## src/rtl/inst_fetch_queue.sv

```systemverilog
// inst_fetch_queue
//   Instruction prefetcher. It issues sequential reads to a fixed-latency
//   instruction memory and tracks the reads still in flight. Returned words
//   are parked, tagged with their PC, in a small FIFO that feeds the decoder
//   through a valid/ready handshake. A redirect flushes everything and
//   restarts fetch at a new PC.
//
// Ports
//   clk, rst                 single clock, synchronous active-high reset
//   start                    begin fetching at PC 0 (from IDLE or DONE)
//   redirect_valid/_pc       flush and restart fetch at redirect_pc
//   mem_en/mem_addr          memory read strobe and address
//   mem_data                 read data, valid MEM_LATENCY cycles after mem_en
//   out_valid/out_ready      decoder handshake
//   out_pc/out_inst          oldest buffered instruction and its PC
//   busy                     fetch in progress (RUN or DRAIN)
//   done                     program finished (DONE)
module inst_fetch_queue #(
    parameter int INST_WIDTH  = 32,
    parameter int ADDR_WIDTH  = 10,
    parameter int DEPTH       = 4,
    parameter int MEM_LATENCY = 2,
    parameter int PROG_LEN    = 1024,
    parameter int LOOP        = 0
) (
    input  logic                  clk,
    input  logic                  rst,
    input  logic                  start,
    input  logic                  redirect_valid,
    input  logic [ADDR_WIDTH-1:0] redirect_pc,
    output logic                  mem_en,
    output logic [ADDR_WIDTH-1:0] mem_addr,
    input  logic [INST_WIDTH-1:0] mem_data,
    output logic                  out_valid,
    input  logic                  out_ready,
    output logic [ADDR_WIDTH-1:0] out_pc,
    output logic [INST_WIDTH-1:0] out_inst,
    output logic                  busy,
    output logic                  done
);
    localparam int PTR_W = (DEPTH > 1) ? $clog2(DEPTH) : 1;
    localparam int CNT_W = PTR_W + 1;
    localparam int OCC_W = $clog2(DEPTH + MEM_LATENCY + 1) + 1;
    localparam bit LOOP_EN = (LOOP != 0);
    // PC compares are one bit wider so PROG_LEN == 2**ADDR_WIDTH still fits.
    localparam logic [ADDR_WIDTH:0] PLEN    = (ADDR_WIDTH+1)'(PROG_LEN);
    localparam logic [ADDR_WIDTH:0] LAST_PC = PLEN - (ADDR_WIDTH+1)'(1);

    typedef enum logic [1:0] {S_IDLE, S_RUN, S_DRAIN, S_DONE} state_e;

    state_e                               state_q, state_d;
    logic [ADDR_WIDTH-1:0]                pc_q, pc_d;
    // vld_pipe_q[k] marks a read issued k+1 cycles ago; the top stage is the
    // one whose data is on mem_data this cycle.
    logic [MEM_LATENCY-1:0]               vld_pipe_q;
    logic [MEM_LATENCY-1:0][ADDR_WIDTH-1:0] pc_pipe_q;
    logic [DEPTH-1:0][ADDR_WIDTH-1:0]     buf_pc_q;
    logic [DEPTH-1:0][INST_WIDTH-1:0]     buf_inst_q;
    logic [PTR_W-1:0]                     rd_ptr_q, wr_ptr_q;
    logic [CNT_W-1:0]                     count_q, count_d;

    logic                                 in_range, push, pop, pipe_drains;
    logic [OCC_W-1:0]                     occ;

    // Credit: buffered entries plus reads in flight. A pop this cycle is not
    // credited, so issue never depends on out_ready.
    always_comb begin
        occ = OCC_W'(count_q);
        for (int i = 0; i < MEM_LATENCY; i++) occ = occ + OCC_W'(vld_pipe_q[i]);
    end

    // After this edge the pipe holds nothing if only the top stage (which
    // retires now) is set and no new read is issued.
    always_comb begin
        pipe_drains = !mem_en;
        for (int i = 0; i < MEM_LATENCY - 1; i++)
            if (vld_pipe_q[i]) pipe_drains = 1'b0;
    end

    assign in_range  = LOOP_EN || ({1'b0, pc_q} < PLEN);
    assign mem_en    = (state_q == S_RUN) && !redirect_valid && in_range &&
                       (occ < OCC_W'(DEPTH));
    assign mem_addr  = pc_q;

    assign out_valid = (count_q != '0) && !redirect_valid;
    assign out_pc    = buf_pc_q[rd_ptr_q];
    assign out_inst  = buf_inst_q[rd_ptr_q];
    assign pop       = out_valid && out_ready;
    assign push      = vld_pipe_q[MEM_LATENCY-1] && !redirect_valid;

    assign busy = (state_q == S_RUN) || (state_q == S_DRAIN);
    assign done = (state_q == S_DONE);

    always_comb begin
        count_d = count_q;
        if (push && !pop)      count_d = count_q + CNT_W'(1);
        else if (pop && !push) count_d = count_q - CNT_W'(1);
        if (redirect_valid)    count_d = '0;
    end

    always_comb begin
        state_d = state_q;
        pc_d    = pc_q;
        unique case (state_q)
            S_IDLE, S_DONE: begin
                if (start) begin
                    state_d = S_RUN;
                    pc_d    = '0;
                end
            end
            S_RUN: begin
                if (mem_en) begin
                    if ({1'b0, pc_q} >= LAST_PC) begin
                        pc_d = '0;
                        if (!LOOP_EN) state_d = S_DRAIN;
                    end else begin
                        pc_d = pc_q + ADDR_WIDTH'(1);
                    end
                end else if (!in_range) begin
                    // Redirected past the end of the program: nothing to fetch.
                    state_d = S_DRAIN;
                end
            end
            S_DRAIN: begin
                if (pipe_drains && count_d == '0) state_d = S_DONE;
            end
            default: state_d = S_IDLE;
        endcase
        // Redirect wins over start and restarts fetch from any state.
        if (redirect_valid) begin
            state_d = S_RUN;
            pc_d    = redirect_pc;
        end
    end

    always_ff @(posedge clk) begin
        if (rst) begin
            state_q <= S_IDLE;
            pc_q    <= '0;
        end else begin
            state_q <= state_d;
            pc_q    <= pc_d;
        end
    end

    // Killing the valid bits is what discards stale returns after a flush or
    // reset; the PC tags can keep shifting freely.
    always_ff @(posedge clk) begin
        if (rst || redirect_valid) begin
            vld_pipe_q <= '0;
        end else begin
            vld_pipe_q[0] <= mem_en;
            for (int i = 1; i < MEM_LATENCY; i++) vld_pipe_q[i] <= vld_pipe_q[i-1];
        end
    end

    always_ff @(posedge clk) begin
        pc_pipe_q[0] <= pc_q;
        for (int i = 1; i < MEM_LATENCY; i++) pc_pipe_q[i] <= pc_pipe_q[i-1];
    end

    always_ff @(posedge clk) begin
        if (rst || redirect_valid) begin
            rd_ptr_q <= '0;
            wr_ptr_q <= '0;
            count_q  <= '0;
        end else begin
            count_q <= count_d;
            if (push) wr_ptr_q <= wr_ptr_q + PTR_W'(1);
            if (pop)  rd_ptr_q <= rd_ptr_q + PTR_W'(1);
        end
    end

    always_ff @(posedge clk) begin
        if (push) begin
            buf_pc_q[wr_ptr_q]   <= pc_pipe_q[MEM_LATENCY-1];
            buf_inst_q[wr_ptr_q] <= mem_data;
        end
    end

endmodule

```

## config.mk

```make
export PLATFORM = sky130hd
export DESIGN_NAME = inst_fetch_queue
export DESIGN_NICKNAME = d
export VERILOG_FILES = /design/src/rtl/inst_fetch_queue.sv
export SDC_FILE = /design/constraint.sdc
export NUM_CORES = 1
export LEC_CHECK = 0
export CORE_MARGIN = 10
export CORE_UTILIZATION = 46
export CTS_CLUSTER_DIAMETER = 40
export DETAILED_ROUTE_END_ITERATION = 6
export PLACE_DENSITY = 0.71
export SYNTH_ARGS = -nofsm -noshare
export SYNTH_HDL_FRONTEND = slang
export SYNTH_SLANG_ARGS = --single-unit
```

## constraint.sdc

```tcl
create_clock -name clk -period 2.4 [get_ports clk]
set_input_delay 0.6 -clock clk [delete_from_list [all_inputs] [get_ports clk]]
set_output_delay 0.6 -clock clk [all_outputs]
set_load 0.01 [all_outputs]
```

==> results of run 1 <==
==> cells by family after synthesis <==
group	after synthesis	share of synthesized area [%]
XOR/XNOR	5	0.552
adder cells (fa/ha/maj)	13	2.05
flip-flops	209	73.9
buffers and inverters	30	1.61
multiplexers	46	12.4
AND/OR/NAND/NOR	79	5.23
AO/OA/AOI/OAI	48	4.22
==> layout make-up <==
type                    instances  area (sq um)  area share, %
inverters                      12          45.0          0.435
repair buffers                134          1410           13.6
well taps                     220           275           2.66
multi-input cells             191          1950           18.8
flip-flops and latches        209          5870           56.7
clock buffers                  31           658           6.35
clock inverters                14           146           1.41
==> power by group <==
| part | leakage (nW) | switching, mW | internal, mW |
|---|---|---|---|
| Combinational | 1.30 | 0.164 | 0.179 |
| Clock | 0.378 | 1.38 | 2.18 |
| Sequential | 1.86 | 0.0475 | 3.97 |
| Total | 3.54 | 1.59 | 6.33 |
==> stage by stage <==
stage / setup slack, ns / area (sq um) / total power [mW] / hold WS (ns)
final: -0.0481 / 10400 / 7.92 / 0.326
after global routing: -0.109 / 10400 / 8.21 / 0.334
after detailed placement: -0.0773 / 9450 / 4.43 / 0.312
after floorplan: 0.0114 / 7940 / 4.22 / 0.310
after global placement: -0.0554 / 9450 / 4.42 / 0.313
after CTS: -0.122 / 10300 / 8.00 / 0.325
==> final timing paths <==
kind                                                 to  slack, ns  depth (start not counted)                     start
worst max-delay path                       out_inst[10]      -0.05                          5  rd_ptr_q[0]$_SDFFE_PP0P_
worst max register to register  state_q[0]$_SDFFE_PP0P_       0.33                          8     count_q[0]$_SDFF_PP0_
worst min register to register    pc_pipe_q[18]$_DFF_P_       0.33                          0      pc_pipe_q[8]$_DFF_P_
worst min-delay path              pc_pipe_q[18]$_DFF_P_       0.33                          0      pc_pipe_q[8]$_DFF_P_
==> cell usage after synthesis (2+ instances only) <==
library cell,count
buf_2,6
a211oi_1,4
nand3_1,3
dfxtp_1,41
o21ai_1,4
clkbuf_1,10
inv_1,12
o21ai_0,6
nand4_1,3
nor3_1,6
mux4_2,42
and3_1,4
nand2_1,20
nor2b_1,2
and2_1,5
nor3b_2,2
edfxtp_1,168
xnor2_1,4
a221oi_1,2
o31ai_1,7
a21oi_1,13
ha_1,13
and4_1,2
or2_2,2
nor2_1,21
nand2b_1,4
mux2i_1,3
==> layout by cell type (no fill, tap or decap), types with 12 or more instances in the layout <==
| master | count |
|---|---|
| mux4_2 | 42 |
| clkdlybuf4s50_1 | 57 |
| dfxtp_1 | 36 |
| nand2_1 | 20 |
| buf_2 | 16 |
| a21oi_1 | 13 |
| buf_12 | 15 |
| ha_1 | 13 |
| buf_6 | 31 |
| edfxtp_1 | 168 |
| nor2_1 | 21 |
| inv_1 | 12 |
| clkbuf_16 | 25 |
| buf_4 | 12 |
==> sequential cells by signal (all words and copies together), names as in the netlist <==
signal and cells:
buf_inst_q 128, buf_pc_q 40, count_q 3, mem_addr 10, pc_pipe_q 20, rd_ptr_q 2
state_q 2, vld_pipe_q 2, wr_ptr_q 2
==> layer usage <==
layer  GRT usage, %  part of all wire (%)  wire, microns  vias to the layer above
met5              0                     0              0                        -
met4           3.85                   1.5            235                        0
met3           3.55                   7.0           1110                       22
met2           22.7                    49           7770                      129
met1           17.7                    42           6670                     2177
li1               -                     -              -                     1993
==> repair_timing <==
| action | in CTS | in global routing |
|---|---|---|
| gates cloned | 1 | 0 |
| setup endpoints to repair | 45 | 30 |
| buffers inserted | 11 | 3 |
| resized for setup | 192 | 21 |
| pin swaps | 0 | 0 |
==> metrics.cfg, run 1 <==
[place]
portBuffers = 102
dp_hpwl_microns = 9980
gp_congestion = 0.868
dp_cells = 753

[finish]
drive_gt1_share_pct = 30.3
syn2layout_area_growth_pct = 30.5
utilization_pct = 61.8
layout.nets = 633
num-fill-cells = 1230
layout.cells.non_filler = 811
diodes = 0

[clock_tree]
ctsHtreeMaxLevel = 1
path_clk_slew_ns = 0.06
numCtsBuffers = 25
ctsLongestPathBuffers = 3
clock-root-buffer = clkbuf_16
clkLatencyLatePin_ns = 0.50
tritoncts = built
cts-hold-fix-buffers = 0
cts.sinks = 209

[setup_path]
crit_type = flop to primary output
cpLargestDelayFamily = multiplexers
crit_chain = buf_12 -> buf_12 -> buf_6 -> mux4_2 -> buf_6
critPathSlowestCell = mux4_2
cp_num_buf_inv = 4
cpPeakStageDelay_ns = 0.50
crit_arrival_ns = 1.85
crit_fanout = 6
end_kind = primary output
cp_data_required_time_ns = 1.80
critPathLaunchType = flop

[floorplanning]
core_sq_um = 16800
start_util_pct = 47.4
io_pins = 103
die_y_microns = 151
std_cell_rows = 47
dieArea_sq_um = 22900
die_w_microns = 151

[synth]
synth.largest_area_cell = edfxtp_1
synth_cells = 430
synth_area_leaders = edfxtp_1, mux4_2, dfxtp_1
synth_top_area_share_pct = 63.6
async_reset_ff_share_pct = 0
ys_ff_latch = 209
syn_area_per_cell_sq_um = 18.5
ys_warn_count = 0
ys.flop_type = edfxtp_1
synth_edf_count = 168
postSynthNetCount = 490
ys_types = 48
synth_area_sq_um = 7940
seq_area_frac_synth_pct = 73.9

[global_route]
antenna_found_initial = 0
grt_pass1_wl_microns = 25000
grt_overflow_total = 0
grtUsageTotal_pct = 13.8
grt_pass1_vias = 4657
grt_max_degree = 44

[routing]
drc = 0
wirelength_microns = 15800
drt_first_pass_iters = 4
ant_nets = 0
wire_per_inst_microns = 19.5
drtIter0Drc = 186
vias = 4321
via_per_inst = 5.33

[min_path]
min-delay-path-class = flop to flop

[timing]
drv_slew = 0
period_minus_slack_ns = 2.45
worst_slew_pin_slew_ns = 0.444
finalHoldViolCount = 0
max_slew_margin_pct = 70.1
worst_clock_skew_ns = 0.00806
finalWorstSetupSlack_ns = -0.0481
fin_crit_sh_pct = 102
grt_setup_unrepaired = true
tns_ns = -0.255
max_freq_mhz = 408
report.final.setup_viol = 13

[power]
power_density_nw_per_um2 = 765
ir_drop_mv = 0.491
p_leak_nw = 3.54

[run]
cap_viol_max_count = 0

[status]
status = finished, violations left
violations = negative setup slack

Power figures use the tool's default switching activity.
==> run 2: changes to the inputs <==
Settings changed: RECOVER_POWER set to 50.
==> metrics.cfg, run 2 (synthesized netlist as in run 1, its figures left out) <==
[run]
cap_viol_max_count = 0

[finish]
layout.nets = 633
reg.largest.list = buf_inst_q x128, buf_pc_q x40, pc_pipe_q x20
syn2layout_area_growth_pct = 30.2
mostFrequentLayoutCell = edfxtp_1
largest_register_ffs = 128
fin_area_sq_um = 10300
drive_gt1_share_pct = 29.4
regMostFlops = buf_inst_q
utilization_pct = 61.7
layout_common_cells = edfxtp_1, mux4_2, dfxtp_1
diodes = 0

[routing]
wire_per_inst_microns = 19.4
ant_nets = 0
via_per_inst = 5.31
drt_first_pass_iters = 4
drtIter0Drc = 187
drc = 0
wirelength_microns = 15800
vias = 4309

[setup_path]
end_kind = primary output
crit_fanout = 6
cp_data_required_time_ns = 1.80
r2r_slack_ns = 0.30
worstRegToRegCells = 8
crit_arrival_ns = 1.85
crit_type = flop to primary output
critPathLaunchType = flop

[floorplanning]
std_cell_rows = 47
start_util_pct = 47.4
die_y_microns = 151
io_pins = 103
die_w_microns = 151
core_sq_um = 16800
dieArea_sq_um = 22900

[clock_tree]
ctsHtreeMaxLevel = 1
ctsLongestPathBuffers = 3
tritoncts = built
numCtsBuffers = 25
clkLatencyLatePin_ns = 0.50
clock-root-buffer = clkbuf_16
cts.sinks = 209
cts-hold-fix-buffers = 0
path_clk_slew_ns = 0.06

[place]
dp_hpwl_microns = 9980
gp_congestion = 0.868
dpl_cell_area_sq_um = 9450
place_ws_ns = -0.0773
portBuffers = 102

[global_route]
grt_overflow_total = 0
grt_max_degree = 44
antenna_found_initial = 0
grt_pass1_wl_microns = 25000
grtUsageTotal_pct = 13.8
grt_pass1_vias = 4657

[min_path]
min-delay-path-class = flop to flop
holdPathStages = 0

[power]
power.total_mw = 7.91
swShare_pct = 20.2
p_leak_nw = 3.53
combinationalPowerShare_pct = 4.2
intPower_mw = 6.31
ir_drop_mv = 0.493
p_switching_mw = 1.60
power_density_nw_per_um2 = 765
seq_power_share_pct = 50.8
p_clk_share_pct = 45.1

[timing]
max_freq_mhz = 409
finalWorstSetupSlack_ns = -0.0473
max_slew_margin_pct = 55.9
grt_setup_unrepaired = true
tns_ns = -0.256
finalHoldViolCount = 0
worst_clock_skew_ns = 0.00852
drv_slew = 0
report.final.setup_viol = 13
worst_slew_pin_slew_ns = 0.662
fin_crit_sh_pct = 102
period_minus_slack_ns = 2.45

[status]
status = finished, violations left
violations = negative setup slack

-- run 2: cell types whose count changed in the layout (fill, tap and decap cells not counted), sizes merged --
cell           change
clkdlybuf4s50     -33
dlygate4sd3       +33
buf                -4
clkbuf             +4
-- run 2: path summary, 6_finish.rpt --
path	end	from
max	out_inst[10]	rd_ptr_q[0]$_SDFFE_PP0P_
min	pc_pipe_q[18]$_DFF_P_	pc_pipe_q[8]$_DFF_P_
max reg2reg	state_q[1]$_SDFFE_PP0P_	count_q[0]$_SDFF_PP0_
min reg2reg	pc_pipe_q[18]$_DFF_P_	pc_pipe_q[8]$_DFF_P_
-- run 2: what timing repair did --
action                                  4_1_cts  5_1_grt
gates cloned                                  1        0
pin swaps                                     0        0
endpoints found under the setup margin       45       30
setup buffers                                11        3
gates resized for setup                     192       21
-- run 2: through the flow --
step           hold slack [ns]  cells
3_3_place_gp             0.313    753
6_report                 0.326    811
4_1_cts                  0.325    810
5_1_grt                  0.334    811
3_5_place_dp             0.312    753
2_1_floorplan            0.310    430
-- run 2: layer usage --
layer / global-route usage (%) / part of all wire [%] / vias up
met5: 0 / 0 / -
met4: 3.85 / 1.6 / 0
met3: 3.55 / 6.8 / 24
met2: 22.7 / 49 / 127
met1: 17.7 / 43 / 2165
li1: - / - / 1993
-- run 2: layout make-up --
| cell class | instances | area (sq um) |
|---|---|---|
| repair buffers | 134 | 1390 |
| multi-input cells | 191 | 1950 |
| clock inverters | 14 | 146 |
| flip-flops and latches | 209 | 5870 |
| clock buffers | 31 | 658 |
| well taps | 220 | 275 |
| inverters | 12 | 45.0 |
| fillers | 1234 | 6420 |
-- run 2: power by group through the flow --
stage / Clock (mW) / Sequential, mW / Combinational, mW
floorplan: 0 / 4.08 / 0.138
global placement: 0 / 4.09 / 0.335
detailed placement: 0 / 4.09 / 0.344
CTS: 3.64 / 4.01 / 0.342
global route: 3.81 / 4.02 / 0.361
finish: 3.57 / 4.02 / 0.329
-- run 2: worst max-delay path: stages, from the launching register on --
cell     delay [ns]
dfxtp_4        0.38
buf_12         0.13
buf_12         0.11
buf_6          0.09
mux4_2         0.50
buf_6          0.14
==> run 3: changes to the inputs <==
Settings changed: TNS_END_PERCENT set to 1.
==> metrics.cfg, run 3 (synthesized netlist as in run 1, its figures left out) <==
[power]
p_clk_share_pct = 45.1
p_switching_mw = 1.59
swShare_pct = 20.1
combinationalPowerShare_pct = 4.2
power.total_mw = 7.91
p_leak_nw = 3.54
power_density_nw_per_um2 = 763
ir_drop_mv = 0.512
seq_power_share_pct = 50.8
intPower_mw = 6.32

[global_route]
grt_pass1_wl_microns = 25000
grtUsageTotal_pct = 13.8
antenna_found_initial = 0
grt_overflow_total = 0
grt_pass1_vias = 4626
grt_max_degree = 44

[finish]
regMostFlops = buf_inst_q
layout_common_cells = edfxtp_1, mux4_2, dfxtp_1
mostFrequentLayoutCell = edfxtp_1
reg.largest.list = buf_inst_q x128, buf_pc_q x40, pc_pipe_q x20
syn2layout_area_growth_pct = 30.5
fin_area_sq_um = 10400
layout.nets = 630
largest_register_ffs = 128
diodes = 0
drive_gt1_share_pct = 29.4
layout.cells.non_filler = 808
utilization_pct = 61.8

[routing]
drt_first_pass_iters = 4
via_per_inst = 5.32
wirelength_microns = 16100
drc = 0
ant_nets = 0
vias = 4302
wire_per_inst_microns = 19.9
drtIter0Drc = 229

[clock_tree]
numCtsBuffers = 25
tritoncts = built
path_clk_slew_ns = 0.06
cts-hold-fix-buffers = 0
ctsHtreeMaxLevel = 1
clkLatencyLatePin_ns = 0.50
ctsLongestPathBuffers = 3
cts.sinks = 209
clock-root-buffer = clkbuf_16

[floorplanning]
std_cell_rows = 47
dieArea_sq_um = 22900
start_util_pct = 47.4
core_sq_um = 16800
die_w_microns = 151
io_pins = 103
die_y_microns = 151

[place]
dp_hpwl_microns = 9980
place_ws_ns = -0.0773
dp_cells = 753
gp_congestion = 0.868
portBuffers = 102
dpl_cell_area_sq_um = 9450

[setup_path]
timing.rr.end = state_q[1]$_SDFFE_PP0P_
cp_data_required_time_ns = 1.80
crit_fanout = 4
r2r_slack_ns = 0.30
worstRegToRegCells = 8
crit_type = flop to primary output
end_kind = primary output
crit_end = out_inst[18]
worstSetupStartpoint = rd_ptr_q[0]$_SDFFE_PP0P_
reg2reg_from = count_q[0]$_SDFF_PP0_
crit_arrival_ns = 1.86
critPathLaunchType = flop

[timing]
max_slew_margin_pct = 55.8
finalHoldViolCount = 0
whs_ns = 0.326
report.final.setup_viol = 22
worst_clock_skew_ns = 0.00993
max_freq_mhz = 406
tns_ns = -0.235
fin_crit_sh_pct = 103
drv_slew = 0
finalWorstSetupSlack_ns = -0.0648
period_minus_slack_ns = 2.46
worst_slew_pin_slew_ns = 0.663
grt_setup_unrepaired = true

[status]
status = finished, violations left
violations = negative setup slack

[run]
cap_viol_max_count = 0

[min_path]
min-delay-path-class = flop to flop

==> run 3: cell count changes in the layout (fill, tap and decap cells not counted), moves of 2 or more <==
cell / delta
clkbuf_2: +9
buf_2: -7
buf_4: -4
buf_6: -3
and2_0: -2
and2_2: +2
clkbuf_16: +2
==> run 3: layout make-up <==
class                      count  area [sq um]
multi-input combinational    191          1950
clock inverter                14           146
clock buffer                  31           658
inverter                      12          45.0
sequential                   209          5870
fill                        1228          6400
tap                          220           275
timing repair buffer         131          1410
==> run 3: worst min path at each step <==
stage,start,to,slack [ns],cells past startpoint
5_1_grt,pc_pipe_q[4]$_DFF_P_,pc_pipe_q[14]$_DFF_P_,0.33,0
3_3_place_gp,pc_pipe_q[4]$_DFF_P_,pc_pipe_q[14]$_DFF_P_,0.31,0
2_1_floorplan,pc_pipe_q[0]$_DFF_P_,pc_pipe_q[10]$_DFF_P_,0.31,0
3_5_place_dp,pc_pipe_q[8]$_DFF_P_,pc_pipe_q[18]$_DFF_P_,0.31,0
4_1_cts,pc_pipe_q[8]$_DFF_P_,pc_pipe_q[18]$_DFF_P_,0.33,0
6_report,pc_pipe_q[8]$_DFF_P_,pc_pipe_q[18]$_DFF_P_,0.33,0
==> run 3: timing repair <==
item,CTS,global route
cloned,1,2
gates resized for setup,158,41
setup buffers,4,3
setup endpoints to repair,45,40
pin swaps,0,0
==> run 3: layer usage <==
| layer | part of all wire, % | GRT usage, % | up-vias | routed length (microns) |
|---|---|---|---|---|
| met5 | 0 | 0 | - | 0 |
| li1 | - | - | 1990 | - |
| met4 | 1.5 | 3.90 | 0 | 234 |
| met2 | 49 | 22.6 | 130 | 7900 |
| met3 | 6.5 | 3.55 | 23 | 1040 |
| met1 | 43 | 17.7 | 2159 | 6900 |
==> run 3: worst max-delay path, cell delays in order, from the launching register on <==
cell,delay (ns)
dfxtp_4,0.39
buf_6,0.13
clkbuf_16,0.14
mux4_2,0.54
buf_2,0.17
==> run 3: power by group through the flow <==
stage	combinational [mW]	clock, mW	sequential, mW
2_1_floorplan	0.138	0	4.08
5_1_grt	0.361	3.81	4.02
4_1_cts	0.341	3.64	4.01
3_5_place_dp	0.344	0	4.09
3_3_place_gp	0.335	0	4.09
6_report	0.329	3.56	4.02
